===== config.mk =====
export PLATFORM = sky130hd
export DESIGN_NAME = divu_sequencer
export DESIGN_NICKNAME = d
export VERILOG_FILES = /design/src/rtl/divu_sequencer.sv
export SDC_FILE = /design/constraint.sdc
export NUM_CORES = 1
export LEC_CHECK = 0
export ABC_AREA = 1
export BUFFER_PORTS_ARGS = -buffer_cell sky130_fd_sc_hd__buf_2
export CORE_AREA = 2 2 119 121
export CTS_CLUSTER_DIAMETER = 80
export DETAILED_ROUTE_END_ITERATION = 16
export DIE_AREA = 0 0 121 123
export PLACE_DENSITY = 0.9
export SETUP_SLACK_MARGIN = 0.4
export SYNTH_ARGS = -nofsm -noshare
export SYNTH_HDL_FRONTEND = slang
export SYNTH_SLANG_ARGS = --single-unit

===== constraint.sdc =====
create_clock -name clk -period 3.67 [get_ports clk]
set_clock_uncertainty 0.05 [all_clocks]
set_input_delay 0.734 -clock clk [delete_from_list [all_inputs] [get_ports clk]]
set_output_delay 0.734 -clock clk [all_outputs]
set_load 0.01 [all_outputs]

===== src/rtl/divu_sequencer.sv =====
// rtl/divu_sequencer.sv - DIVU controller: latches operands, sequences the divider, captures HI/LO.
// Optional DIVU_ZERO_BYPASS_EN: a zero divisor skips the divider and yields hi=dividend, lo=all ones.
module divu_sequencer #(
  parameter int         ITER    = 32,
  parameter logic [5:0] OP_DIVU = 6'b011011,
  parameter logic [5:0] OP_OUT  = 6'b111111,
  parameter logic [5:0] OP_NOP  = 6'b000000
) (
  input  logic        clk,
  input  logic        reset,
  input  logic        start,
  input  logic [31:0] op_a,
  input  logic [31:0] op_b,
  input  logic        flush,
  input  logic [1:0]  hilo_we,
  input  logic [31:0] hilo_wdata,
  output logic [31:0] div_dataA,
  output logic [31:0] div_dataB,
  output logic        div_load,
  output logic [5:0]  div_signal,
  input  logic [63:0] div_result,
  output logic        busy,
  output logic        done,
  output logic [31:0] hi,
  output logic [31:0] lo
);

  localparam int CW = (ITER > 1) ? $clog2(ITER) : 1;

  typedef enum logic [2:0] {IDLE, LOAD, RUN, OUTP, CAPT} state_t;

  state_t        state_q, state_d;
  logic [CW-1:0] count_q, count_d;
  logic [31:0]   data_a_q, data_a_d;
  logic [31:0]   data_b_q, data_b_d;
  logic          div_load_q, div_load_d;
  logic [5:0]    div_signal_q, div_signal_d;
  logic          done_q, done_d;
  logic [31:0]   hi_q, hi_d;
  logic [31:0]   lo_q, lo_d;

  always_comb begin
    state_d      = state_q;
    count_d      = count_q;
    data_a_d     = data_a_q;
    data_b_d     = data_b_q;
    div_load_d   = 1'b0;
    div_signal_d = OP_NOP;
    done_d       = 1'b0;
    hi_d         = hi_q;
    lo_d         = lo_q;

    case (state_q)
      IDLE: begin
        count_d = '0;
        if (hilo_we[1]) hi_d = hilo_wdata;
        if (hilo_we[0]) lo_d = hilo_wdata;
        if (start && !flush) begin
          data_a_d   = op_a;
          data_b_d   = op_b;
          div_load_d = 1'b1;
          state_d    = LOAD;
        end
      end
      LOAD: begin
        count_d      = '0;
        state_d      = RUN;
        div_signal_d = OP_DIVU;
`ifdef DIVU_ZERO_BYPASS_EN
        if (data_b_q == 32'd0) begin
          state_d      = CAPT;
          div_signal_d = OP_NOP;
        end
`endif
      end
      RUN: begin
        // div_signal is registered, so the opcode for the next cycle is chosen here.
        if (count_q == CW'(ITER - 1)) begin
          count_d      = '0;
          state_d      = OUTP;
          div_signal_d = OP_OUT;
        end else begin
          count_d      = count_q + CW'(1);
          div_signal_d = OP_DIVU;
        end
      end
      OUTP: state_d = CAPT;
      CAPT: begin
        state_d = IDLE;
        done_d  = 1'b1;
        hi_d    = div_result[63:32];
        lo_d    = div_result[31:0];
`ifdef DIVU_ZERO_BYPASS_EN
        if (data_b_q == 32'd0) begin
          hi_d = data_a_q;
          lo_d = 32'hFFFF_FFFF;
        end
`endif
      end
      default: state_d = IDLE;
    endcase

    // Flush wins over everything in flight, including the final capture.
    if (flush && (state_q != IDLE)) begin
      state_d      = IDLE;
      count_d      = '0;
      div_load_d   = 1'b0;
      div_signal_d = OP_NOP;
      done_d       = 1'b0;
      hi_d         = hi_q;
      lo_d         = lo_q;
    end
  end

  always_ff @(posedge clk or negedge reset) begin
    if (!reset) begin
      state_q      <= IDLE;
      count_q      <= '0;
      data_a_q     <= '0;
      data_b_q     <= '0;
      div_load_q   <= 1'b0;
      div_signal_q <= OP_NOP;
      done_q       <= 1'b0;
      hi_q         <= '0;
      lo_q         <= '0;
    end else begin
      state_q      <= state_d;
      count_q      <= count_d;
      data_a_q     <= data_a_d;
      data_b_q     <= data_b_d;
      div_load_q   <= div_load_d;
      div_signal_q <= div_signal_d;
      done_q       <= done_d;
      hi_q         <= hi_d;
      lo_q         <= lo_d;
    end
  end

  assign busy       = (state_q != IDLE);
  assign div_dataA  = data_a_q;
  assign div_dataB  = data_b_q;
  assign div_load   = div_load_q;
  assign div_signal = div_signal_q;
  assign done       = done_q;
  assign hi         = hi_q;
  assign lo         = lo_q;

endmodule


==> metrics.txt <==
Site Rows 43; Leakage 4.982 nW; core area 13610 sq um; GP Congestion 0.8733; Detailed Place HPWL 13.98 mm; Worst Path Max Fanout 22; clk_lat worst skew 0.41 ns; Critical Path RT 2.89 ns; initial antenna violation count 2; die area 14880 sq um; CTS tree built; cts repair resizes 0; Fillers 1178; max-slew violations 0; register area share after synthesis 55.74%; crit path launch type register; largest net degree at the start of global routing 72; Final setup viols 0; area fraction of the dominant cell type after synthesis 55.74%; CTS Hold Bufs 0; Worst-path clk slew 0.06 ns; DRT antenna net count 0; fin crit period 2.237 ns; R2R setup slack 1.51 ns; Crit path max-delay family flip-flops; syn_nets 970; Final #Nets 1247; Post-synth top cells nand2_1 (434), dfrtp_1 (140), nand3_1 (134), buf_2 (29); most numerous cell in the Yosys netlist nand2_1; max-cap violations 0; vias per cell 5.008; CTS root buf clkbuf_16; capture point of the worst reg-to-reg path div_dataA[12]$_DFFE_PN0P_; Relative slew margins 30.88%; pwr/cell area 816.9 nW/um^2; CTS sink count 140; Crit path depth 3; status finished clean; die height 123 microns; final hold vios 0; # DRC 0; Syn. warnings 0; slowest CP cell dfrtp_2; area grow syn2layout 33.94%; multi-input logic area 2449 sq um; #FFs+latches synth 140; first-pass GRT wire length 29.35 mm; vias in the first global route 5899; synth top area cells dfrtp_1 (56%), nand2_1 (26%), nand3_1 (11%); critical path capture point type output pin; Synth area leader dfrtp_1; Max Root-Sink Buffers 2; vias 6380; worst r2r src state_q[2]$_DFFE_PN0P_; Seq. cell area 3505 sq um; Tot Pwr 6.877 mW; DR WL/cell 15.16 microns; final WL 19.31 mm; die width 121 microns; crit-path cells inv_1 > nand2_2 > buf_2; cell area after synthesis 6285 sq um; Syn Area/Cell 7.836 sq um; Setup Buffers After CTS 0; IR drop worst, VDD 0.0003360 V; I/O Pins 303; sum of buffers and inverters on the critical path 2; CTS Buf Count 17; Final Cycle Share 60.96%; Synth Instances 802; Reg2Reg Depth 7; effective utilization at floorplan 46.17%; crit-path max cell delay 0.62 ns; grt total ovfl 0; main flop type after synthesis dfrtp_1; number of synthesized flops with an enable pin 0; CTS H-tree depth 4; Max Freq 0.4470 GHz; I/O Buffers 302; TNS Setup 0 ns; crit path kind register to output pin; worst-margin pin slew 1.035 ns; Min-Delay Path Class input port to asynchronous set/reset pin; arrival time worst endpoint 1.45 ns; async set-or-reset flop fraction in the synthesized netlist 100.0%; RSZ-0062 raised after global routing false; share of layout cells above drive strength 1 32.42%; Yosys cell types 17; DRT iter0 DRCs 364; Total GRT Usage 25.67%; first-pass iteration count of the detailed router 6; post-layout util 61.84%
## report_power, final
group | switching (mW) | internal, mW | total [mW]
clock | 0.662 | 0.969 | 1.63
combinational | 1.63 | 0.971 | 2.60
sequential | 0.410 | 2.23 | 2.64
## through the flow
stage / setup slack (ns) / hold slack, ns / std cells / cell area (sq um)
after CTS: 1.410 / 0.3097 / 1272 / 8413
final: 1.433 / 0.2916 / 1274 / 8418
after global placement: 1.309 / 0.4067 / 1240 / 7844
after detailed placement: 1.221 / 0.4096 / 1240 / 7844
after global routing: 1.294 / 0.3521 / 1273 / 8416
after floorplan: 2.050 / 0.3884 / 802 / 6285
## cells in the final DEF (no fill, tap or decap), types with 2 or more instances in the layout
cell | netlist | layout
nand2_1 | 434 | 433
buf_2 | 29 | 301
dfrtp_1 | 140 | 139
nand3_1 | 134 | 133
clkbuf_16 | 0 | 17
inv_1 | 12 | 12
nor2_1 | 10 | 10
buf_4 | 12 | 10
clkinvlp_4 | 0 | 6
o21ai_0 | 5 | 5
nand2_2 | 3 | 4
inv_6 | 0 | 3
clkinv_2 | 0 | 3
diode_2 | 0 | 2
nor4_1 | 2 | 2
inv_2 | 2 | 2
ha_1 | 2 | 2
clkbuf_8 | 0 | 2
## worst max-delay path by stage
stage	endpoint	from	slack, ns
2_1_floorplan	hi[10]$_DFFE_PN0P_	flush	2.05
3_3_place_gp	hi[21]$_DFFE_PN0P_	flush	1.31
3_5_place_dp	hi[2]$_DFFE_PN0P_	flush	1.22
4_1_cts	busy	state_q[2]$_DFFE_PN0P_	1.41
5_1_grt	div_dataA[30]$_DFFE_PN0P_	state_q[2]$_DFFE_PN0P_	1.29
6_report	busy	state_q[2]$_DFFE_PN0P_	1.43
## layer usage
layer | track usage [%] | part of all wire [%]
met1 | 30.40 | 39
met2 | 44.03 | 50
met3 | 6.550 | 8.2
met4 | 11.85 | 2.7
met5 | 0 | 0
## cell type report
cell class / instances / share of cell area (%)
Sequential cell: 140 / 41.63
Tap cell: 180 / 2.675
Clock buffer: 19 / 5.380
Timing Repair Buffer: 313 / 19.16
Antenna cell: 2 / 0.05945
Clock inverter: 13 / 1.382
Inverter: 14 / 0.6243
Multi-Input combinational cell: 593 / 29.09
## registers in the layout (all words and copies together) (netlist names)
register	cells
lo	32
div_signal	2
count_q	5
state_q	3
done	1
div_load	1
div_dataB	32
hi	32
div_dataA	32
## logic make-up (layout without fill, tap and decap cells)
| logic type | count (synthesis) | after routing | share of synthesized area (%) |
|---|---|---|---|
| AO/OA/AOI/OAI | 5 | 5 | 0.3981 |
| adder cells (fa/ha/maj) | 2 | 2 | 0.3981 |
| buffers and inverters | 69 | 359 | 5.415 |
| flip-flops | 140 | 140 | 55.74 |
| other | 0 | 2 | 0 |
| AND/OR/NAND/NOR | 586 | 586 | 38.04 |
## worst reg2reg max path: stages, from the launching register on
cell	delay, ns
dfrtp_2	0.56
inv_1	0.17
nand2_2	0.10
inv_2	0.11
nand2_2	0.09
inv_2	0.75
nand2_1	0.16
nand2_1	0.11
(Power assumes the default switching activity.)
